File: config.mk
export PLATFORM = sky130hd
export DESIGN_NAME = sc_reg_universal_shift
export DESIGN_NICKNAME = d
export VERILOG_FILES = /design/src/rtl/sc_reg_universal_pkg.sv /design/src/rtl/sc_shift_step.sv /design/src/rtl/sc_reg_universal_shift.sv
export SDC_FILE = /design/constraint.sdc
export NUM_CORES = 1
export LEC_CHECK = 0
export ABC_AREA = 1
export CAP_MARGIN = 20
export CORE_MARGIN = 10
export CORE_UTILIZATION = 49
export CTS_CLUSTER_SIZE = 30
export DETAILED_ROUTE_END_ITERATION = 12
export PLACE_DENSITY = 0.82
export SETUP_SLACK_MARGIN = 0.4
export SKIP_LAST_GASP = 1
export SYNTH_ARGS = -nofsm -noshare
export SYNTH_HDL_FRONTEND = slang
export SYNTH_SLANG_ARGS = --single-unit
File: constraint.sdc
create_clock -name SC_RegGENERAL_CLOCK_50 -period 2.3 [get_ports SC_RegGENERAL_CLOCK_50]
set_input_delay 0.46 -clock SC_RegGENERAL_CLOCK_50 [delete_from_list [all_inputs] [get_ports SC_RegGENERAL_CLOCK_50]]
set_output_delay 0.46 -clock SC_RegGENERAL_CLOCK_50 [all_outputs]
set_load 0.01 [all_outputs]
File: src/rtl/sc_reg_universal_pkg.sv
// Shared encodings for the universal shift register.
// Burst modes and the two-state burst controller.
package sc_reg_universal_pkg;

    localparam logic [1:0] MODE_SHL = 2'b00;
    localparam logic [1:0] MODE_SHR = 2'b01;
    localparam logic [1:0] MODE_ROL = 2'b10;
    localparam logic [1:0] MODE_ROR = 2'b11;

    typedef enum logic {
        IDLE  = 1'b0,
        SHIFT = 1'b1
    } state_t;

endpackage

File: src/rtl/sc_shift_step.sv
// One-bit shift/rotate step, purely combinational.
// Produces the next register value and the bit that leaves it.
module sc_shift_step
    import sc_reg_universal_pkg::*;
#(
    parameter int DATAWIDTH = 8
) (
    input  logic [DATAWIDTH-1:0] i_data,
    input  logic [1:0]           i_mode,
    input  logic                 i_serial,
    output logic [DATAWIDTH-1:0] o_data,
    output logic                 o_bit
);

    always_comb begin
        o_data = i_data;
        o_bit  = 1'b0;
        case (i_mode)
            MODE_SHL: begin
                o_data = {i_data[DATAWIDTH-2:0], i_serial};
                o_bit  = i_data[DATAWIDTH-1];
            end
            MODE_SHR: begin
                o_data = {i_serial, i_data[DATAWIDTH-1:1]};
                o_bit  = i_data[0];
            end
            MODE_ROL: begin
                o_data = {i_data[DATAWIDTH-2:0], i_data[DATAWIDTH-1]};
                o_bit  = i_data[DATAWIDTH-1];
            end
            MODE_ROR: begin
                o_data = {i_data[0], i_data[DATAWIDTH-1:1]};
                o_bit  = i_data[0];
            end
            default: begin
                o_data = i_data;
                o_bit  = 1'b0;
            end
        endcase
    end

endmodule

File: src/rtl/sc_reg_universal_shift.sv
// Loadable W-bit register with clear, reset value and a
// burst shift/rotate engine that takes one step per clock.
module sc_reg_universal_shift #(
    parameter int                  DATAWIDTH   = 8,
    parameter logic [DATAWIDTH-1:0] RESET_VALUE = DATAWIDTH'(15),
    parameter int                  CNTWIDTH    = $clog2(DATAWIDTH + 1)
) (
    input  logic                 SC_RegGENERAL_CLOCK_50,
    input  logic                 SC_RegGENERAL_RESET_InHigh,
    input  logic                 clear_i,
    input  logic                 load_i,
    input  logic [DATAWIDTH-1:0] data_i,
    input  logic                 start_i,
    input  logic [1:0]           mode_i,
    input  logic [CNTWIDTH-1:0]  count_i,
    input  logic                 serial_i,
    output logic [DATAWIDTH-1:0] data_o,
    output logic                 serial_o,
    output logic                 busy_o,
    output logic                 done_o
);

    import sc_reg_universal_pkg::*;

    state_t               r_state;
    logic [DATAWIDTH-1:0] r_data;
    logic                 r_serial;
    logic                 r_busy;
    logic                 r_done;
    logic [CNTWIDTH-1:0]  r_remain;
    logic [1:0]           r_mode;

    logic [DATAWIDTH-1:0] w_next;
    logic                 w_bit;

    // The latched mode drives the stepper so mid-burst mode_i changes are inert
    sc_shift_step #(
        .DATAWIDTH (DATAWIDTH)
    ) u_step (
        .i_data   (r_data),
        .i_mode   (r_mode),
        .i_serial (serial_i),
        .o_data   (w_next),
        .o_bit    (w_bit)
    );

    always_ff @(posedge SC_RegGENERAL_CLOCK_50
                or posedge SC_RegGENERAL_RESET_InHigh) begin
        if (SC_RegGENERAL_RESET_InHigh) begin
            r_state  <= IDLE;
            r_data   <= RESET_VALUE;
            r_serial <= 1'b0;
            r_busy   <= 1'b0;
            r_done   <= 1'b0;
            r_remain <= '0;
            r_mode   <= MODE_SHL;
        end else begin
            r_done <= 1'b0;
            if (clear_i) begin
                r_state  <= IDLE;
                r_data   <= '0;
                r_serial <= 1'b0;
                r_busy   <= 1'b0;
                r_remain <= '0;
            end else begin
                case (r_state)
                    IDLE: begin
                        if (load_i) begin
                            r_data <= data_i;
                        end else if (start_i) begin
                            r_mode <= mode_i;
                            if (count_i == '0) begin
                                r_done <= 1'b1;
                            end else begin
                                r_state  <= SHIFT;
                                r_busy   <= 1'b1;
                                r_remain <= count_i;
                            end
                        end
                    end
                    SHIFT: begin
                        r_data   <= w_next;
                        r_serial <= w_bit;
                        r_remain <= r_remain - 1'b1;
                        if (r_remain == CNTWIDTH'(1)) begin
                            r_state <= IDLE;
                            r_busy  <= 1'b0;
                            r_done  <= 1'b1;
                        end
                    end
                    default: begin
                        r_state <= IDLE;
                        r_busy  <= 1'b0;
                    end
                endcase
            end
        end
    end

    assign data_o   = r_data;
    assign serial_o = r_serial;
    assign busy_o   = r_busy;
    assign done_o   = r_done;

endmodule

## Word level (Yosys, flattened, before mapping)

Cells that the tools add are included.

| word-level totals | value |
|---|---|
| flip-flop bits (word level) | 18 |
| input bits | 20 |
| output and inout port bits | 11 |
| logic and storage cells | 58 |

| operators by class | value |
|---|---|
| $add $sub $neg | 1 |
| equal/unequal tests | 9 |
| muxes and demuxes | 30 |
| bitwise operators | 3 |
| reduce and logical (&&, ||, !) cells | 8 |

Operators by type and width:

| kind | number |
|---|---|
| $pmux 8 s4 | 1 |
| $mux 1 | 17 |
| $mux 4 | 4 |
| $mux 8 | 2 |
| $pmux 8 s2 | 1 |
| $ne 3x3->1 const B | 4 |
| $pmux 1 s2 | 4 |
| $pmux 4 s2 | 1 |
| $reduce_and 4->1 | 2 |
| $eq 2x2->1 const B | 2 |
| $eq 4x1->1 const B | 1 |
| $logic_not 4->1 | 1 |
| $reduce_or 2->1 | 2 |
| $sub 4x1->4 const B | 1 |
| $ne 3x2->1 const B | 1 |
| $not 1->1 | 3 |
| $reduce_and 3->1 | 1 |
| $eq 2x1->1 const B | 1 |
| $logic_not 2->1 | 1 |
| $reduce_bool 2->1 | 1 |

## Longest topological paths before layout

Gate-level depths: netlist of run 1.

| depth | value |
|---|---|
| depth in word-level cells | 6 |
| depth in mapped cells | 8 |
| depth with buffers taken out | 8 |

## Cells and area by module

Synthesis of run 1 repeated with hierarchy kept, for this count alone.

| second synthesis, totals | value |
|---|---|
| cell total of the unflattened synthesis | 151 |
| area total of the unflattened synthesis | 1117.3 um^2 |

By module, submodules not included:

| module | instances | cells each | area an instance (um^2) | sequential area each (um^2) |
|---|---|---|---|---|
| sc_reg_universal_shift | 1 | 120 | 944.7 | 455.4 |
| sc_shift_step | 1 | 31 | 172.7 | 0.0 |

## Least setup slack after synthesis of run 1

Ideal clock, no wire load.

| timing | value |
|---|---|
| kind | input port to flip-flop |
| from | input port clear_i |
| to | register r_data[7] (netlist: data_o[7]) |
| setup time | 124 ps |
| arrival time | 983 ps |
| required time | 2176 ps |
| slack | 1194 ps |
| stages on the path | 6 |
| buffers on the path | 0 |
| cells stage by stage | nor2_4 -> inv_2 -> nor2_4 -> inv_2 -> nor2_1 -> a21oi_1 |

| on the way | value |
|---|---|
| word-level cells in the longest chain between the ends | 1 |
| elaborated cells between the ends (all ways) | 2 |
| those cells by class | eq/ne: 1; mux: 1 |

RTL lines:

| element | RTL line | source |
|---|---|---|
| start: declaration | sc_reg_universal_shift.sv:10 | `input logic clear_i,` |
| $ne 3x3->1 (no source line) or $mux 8 (tied branches) | - |  |
| end signal: assignment | sc_reg_universal_shift.sv:69 | `r_data <= data_i;` |
| end signal: assignment | sc_reg_universal_shift.sv:82 | `r_data <= w_next;` |
| end: declaration | sc_reg_universal_shift.sv:26 | `logic [DATAWIDTH-1:0] r_data;` |

Parallel ways exist; a longest one is shown, timed or not.
A chain may end at the register's enable or synchronous reset.

## Worst setup path in the final report of run 1

| timing | value |
|---|---|
| from | register r_data[1] (netlist: data_o[1]) |
| to | output port data_o[1] |

RTL lines:

| element | RTL line | source |
|---|---|---|
| end: declaration | sc_reg_universal_shift.sv:17 | `output logic [DATAWIDTH-1:0] data_o,` |

No word-level cell between the ends.

==> results_dict.tcl, run 1 <==
set metrics [dict create \
    status "completed" \
    insertion_delay_ns 0.28 \
    cp_cell_sequence "clkdlybuf4s50_1" \
    synth_fp_nets 155 \
    clkPwrFrac_pct 23.3 \
    fin_util_pct 69.3 \
    synth_seq_cells 18 \
    synth_top_area_share_pct 34.0 \
    final-instance-count-excl-fill 191 \
    path_max_fanout 4 \
    timing.hold.ws_ns 0.507 \
    setup_viol 0 \
    layout.nets 187 \
    cap_violations 0 \
    via_count 996 \
    synthToLayoutAreaGrowth_pct 33.3 \
    cpMaxStageDelayCell "dfstp_2" \
    grt_pass1_wl_um 4210 \
    dpl_worst_slack_ns 0.444 \
    power.density_nw_per_um2 607 \
    cp-start-kind "flip-flop" \
    rows 16 \
    synth.distinct_cells 19 \
    hold_viol_final 0 \
    routed_wl_um 2610 \
    grt_usage_pct 12.0 \
    grt_max_degree 20 \
    rsz0062_at_grt "false" \
    synth_area_leaders "dfrtp_1 (34%), nand2_1 (12%), dfstp_2 (10%), o21ai_0 (6.8%), inv_1 (5.5%)" \
    cts_buffers 3 \
    grt_pass1_vias 942 \
    root_buffer "clkbuf_4" \
    crit_type "flip-flop to primary output" \
    final_cell_mix "nand2_1 (32), clkdlybuf4s50_1 (29), inv_1 (15), o21ai_0 (14), dfrtp_1 (14)" \
    htree_levels 1 \
    fin_crit_ns 1.85 \
    grt_overflow_total 0 \
    slew_viol_final 0 \
    period_share_pct 80.6 \
    seq_power_share_pct 48.1 \
    clkTransAtPathRegs_ns 0.11 \
    initial_core_util_pct 52.0 \
    cp.required_ns 1.84 \
    worst_pin_slew_ns 0.679 \
    syn-instance-count 133 \
    antenna_left 0 \
    coreArea_um2 1980 \
    max_freq_mhz 540 \
    route.detailed.drc 0 \
    place_inst 187 \
    hold_buffers 0 \
    crit_buf_inv 1 \
    critical_path_arrival_ns 1.39 \
    p_leak_nw 0.647 \
    die_h_um 65.9 \
    r2r_slack_ns 0.95 \
    slew_headroom_pct 54.7 \
    n_antenna_cell 0 \
    cts_num_sinks 18 \
    antenna_found_initial 0 \
    drive_gt1_share_pct 9.76 \
    worstHoldPathType "flip-flop to flip-flop" \
    viasPerCell 5.21 \
    critPathMaxStageDelay_ns 0.57 \
    postCtsSetupBuffers 0 \
    wl_per_cell_um 13.6 \
    drt_iter0_drc 33 \
    cts_resized 0 \
    p_int_w 0.000568 \
    ys_seq_area_share_pct 44.2 \
    p_comb_share_pct 28.6 \
    yosys.area.top_type "dfrtp_1" \
    clk_path_buf_depth 2 \
    pin_count 31 \
    crit_family "flip-flops" \
    place_hpwl_um 2050 \
    globalplace.congestion 0.810 \
    final_common_cell "nand2_1" \
    vdd_ir_drop_max_mv 0.412 \
    synth_warnings 0 \
    setup_tns_ns 0 \
    dieArea_um2 4340 \
    portBuffers 30 \
    sw_frac_of_total_pct 31.8 \
    power_switching_w 0.000265 \
    die_x_um 65.9 \
    crit_path_end_kind "primary output" \
    skew_ns 0.00223 \
    syn_area_um2 1030 \
    cts_tree "built" \
    fin_ws_ns 0.447 \
    syn_area_per_cell_um2 7.75 \
    dr.pass1.iters 4 \
]
## cell type report
class | count | area [um^2]
sequential | 18 | 455
fill | 154 | 608
tap | 27 | 33.8
clock buffer | 4 | 36.3
inverter | 19 | 71.3
multi-input combinational | 93 | 474
timing repair buffer | 30 | 303
## Yosys cell counts
cell type	count
nor2_4	2
buf_4	1
a22oi_1	5
buf_6	2
nand2_2	1
a21oi_1	6
o22ai_1	2
nand2_1	32
dfrtp_1	14
o31ai_1	1
inv_2	4
nor2_1	13
ha_1	2
o211ai_1	6
inv_1	15
nand3_1	8
a21oi_2	1
dfstp_2	4
o21ai_0	14
## path summary, 6_finish.rpt
kind | startpoint | to | cells past startpoint
max | data_o[1] | data_o[1] | 1
min | serial_o | serial_o | 2
max reg2reg | r_state | data_o[7] | 6
min reg2reg | serial_o | serial_o | 2
max in group asynchronous | SC_RegGENERAL_RESET_InHigh | data_o[4] | 2
min in group asynchronous | SC_RegGENERAL_RESET_InHigh | r_mode[1] | 2
## registers in the layout, indices dropped and copies added, names as in the netlist
name      cells
done_o        1
r_remain      4
data_o        8
busy_o        1
r_state       1
r_mode        2
serial_o      1
## tightest hold or removal path, delay by kind of cell (launching register included)
kind             cells  cell delay, ns
AND/OR/NAND/NOR      1            0.06
AO/OA/AOI/OAI        1            0.05
flip-flops           1            0.37
## through the flow
step	power, W	area (um^2)
2_1_floorplan	0.000552	1030
3_3_place_gp	0.000642	1340
3_5_place_dp	0.000647	1340
4_1_cts	0.000841	1370
5_1_grt	0.000886	1370
6_report	0.000834	1370
## kinds of logic after synthesis
logic type,synth area share (%)
compound gates,20.5
fa+ha+maj,2.43
buf+inv,9.83
flops,44.2
simple gates,23.1
## routing by layer
metal / vias to the layer above / part of all wire [%] / routed length [um] / GRT usage [%]
met5: - / 0 / 0 / 0
met4: 0 / 0.61 / 16 / 3.21
met3: 2 / 6.7 / 174 / 2.88
met2: 33 / 50 / 1310 / 21.4
met1: 460 / 42 / 1100 / 13.8
li1: 501 / - / - / -
## power groups by stage
stage	Combinational (W)	Clock (W)	Sequential, W
2_1_floorplan	0.000150	0	0.000402
6_report	0.000239	0.000194	0.000401
5_1_grt	0.000270	0.000210	0.000406
3_5_place_dp	0.000240	0	0.000407
3_3_place_gp	0.000238	0	0.000404
4_1_cts	0.000242	0.000198	0.000401
(Power assumes the default switching activity.)
==> run 2: changes to the inputs <==
--- a/config.mk
+++ b/config.mk
@@ -8,10 +8,10 @@
 export ABC_AREA = 1
 export CAP_MARGIN = 20
 export CORE_MARGIN = 10
-export CORE_UTILIZATION = 49
+export CORE_UTILIZATION = 41
 export CTS_CLUSTER_SIZE = 30
 export DETAILED_ROUTE_END_ITERATION = 12
-export PLACE_DENSITY = 0.82
+export PLACE_DENSITY = 0.73
 export SETUP_SLACK_MARGIN = 0.4
 export SKIP_LAST_GASP = 1
 export SYNTH_ARGS = -nofsm -noshare
==> constraint.sdc (replaced) <==
create_clock -name SC_RegGENERAL_CLOCK_50 -period 1.7 [get_ports SC_RegGENERAL_CLOCK_50]
set_input_delay 0.34 -clock SC_RegGENERAL_CLOCK_50 [delete_from_list [all_inputs] [get_ports SC_RegGENERAL_CLOCK_50]]
set_output_delay 0.34 -clock SC_RegGENERAL_CLOCK_50 [all_outputs]
set_load 0.01 [all_outputs]
==> results_dict.tcl, run 2 (synthesized netlist as in run 1, its figures left out) <==
set metrics [dict create \
    final_common_cell "nand2_1" \
    vdd_ir_drop_max_mv 0.385 \
    final_cell_mix "nand2_1 (30), clkdlybuf4s50_1 (18), inv_1 (14), buf_4 (14), dfrtp_1 (13)" \
    grt_pass1_vias 988 \
    synthToLayoutAreaGrowth_pct 44.5 \
    status "completed" \
    grt_overflow_total 0 \
    wl_per_cell_um 14.2 \
    route.detailed.drc 0 \
    n_antenna_cell 0 \
    die_x_um 70.1 \
    htree_levels 1 \
    grt_max_degree 19 \
    coreArea_um2 2430 \
    cap_violations 0 \
    setup_viol 0 \
    cp.depth 1 \
    initial_core_util_pct 42.4 \
    die_h_um 70.1 \
    critical_path_arrival_ns 0.96 \
    fin_crit_ns 1.30 \
    period_share_pct 76.4 \
    crit_buf_inv 1 \
    viasPerCell 5.09 \
    grt_pass1_wl_um 4750 \
    cts_buffers 3 \
    crit_type "flip-flop to primary output" \
    grt_usage_pct 11.6 \
    dieArea_um2 4920 \
    cp.required_ns 1.36 \
    clkTransAtPathRegs_ns 0.10 \
    portBuffers 30 \
    power.density_nw_per_um2 765 \
    cp_cell_sequence "clkbuf_2" \
    slew_viol_final 0 \
    via_count 1059 \
    antenna_left 0 \
    dpl_worst_slack_ns 0.0892 \
    routed_wl_um 2960 \
    root_buffer "clkbuf_4" \
    insertion_delay_ns 0.29 \
    drive_gt1_share_pct 27.0 \
    p_leak_nw 0.723 \
    rsz0062_at_grt "true" \
    pin_count 31 \
    rows 18 \
    max_freq_mhz 770 \
    fin_ws_ns 0.401 \
    crit_family "flip-flops" \
    place_hpwl_um 2020 \
    cts_tree "built" \
    rr_worst_depth 6 \
    worstHoldPathType "input port to asynchronous set/reset pin" \
    antenna_found_initial 0 \
    slew_headroom_pct 82.9 \
    cp-start-kind "flip-flop" \
    globalplace.congestion 0.876 \
    n_fill_cell 224 \
    final-instance-count-excl-fill 208 \
    clk_path_buf_depth 2 \
    place_inst 193 \
    critPathMaxStageDelay_ns 0.54 \
    hold_buffers 0 \
    setup_tns_ns 0 \
    largest_reg_flops 8 \
    crit_path_end_kind "primary output" \
    worst_pin_slew_ns 0.257 \
    hold_viol_final 0 \
    power_w 0.00114 \
    cpMaxStageDelayCell "dfstp_2" \
    dr.pass1.iters 4 \
    path_max_fanout 2 \
    cts_num_sinks 18 \
    layout.nets 202 \
    skew_ns 0.00119 \
    drt_iter0_drc 68 \
]
-- run 2: layout make-up --
class                      count  area [um^2]  area share (%)
clock buffer                   3         22.5            1.51
timing repair buffer          45          393            26.4
tap                           30         37.5            2.52
multi-input combinational     93          505            33.9
inverter                      19         75.1            5.04
sequential                    18          457            30.6
-- run 2: timing repair --
item	in CTS	in global routing
endpoints found under the setup margin	11	22
setup buffers	6	6
gates resized for setup	29	24
pin swaps	0	4
-- run 2: final timing paths --
path | startpoint | to | slack, ns
max in group asynchronous | SC_RegGENERAL_RESET_InHigh | data_o[3] | 1.10
setup / recovery | data_o[1] | data_o[1] | 0.40
hold reg to reg | busy_o | busy_o | 0.51
min in group SC_RegGENERAL_CLOCK_50 | clear_i | r_remain[3] | 0.46
hold / removal | SC_RegGENERAL_RESET_InHigh | r_state | 0.34
setup reg to reg | r_state | data_o[7] | 0.43
-- run 2: through the flow --
step	hold slack [ns]	utilization (%)	instance area [um^2]
2_1_floorplan	0.276	-	1030
3_3_place_gp	0.494	56.0	1360
3_5_place_dp	0.482	56.0	1360
4_1_cts	0.345	58.8	1430
5_1_grt	0.347	61.3	1490
6_report	0.342	61.3	1490
-- run 2: report_power, final --
group	internal, W	switching [W]
clock	0.0000826	0.000134
combinational	0.000181	0.000206
sequential	0.000489	0.0000469
-- run 2: metal layers --
layer  global-route usage, %  part of all wire [%]  up-vias
li1                        -                     -      533
met3                    2.82                   5.0        6
met4                    5.48                   1.6        0
met1                    13.7                    43      483
met2                    19.2                    51       37
met5                       0                     0        -
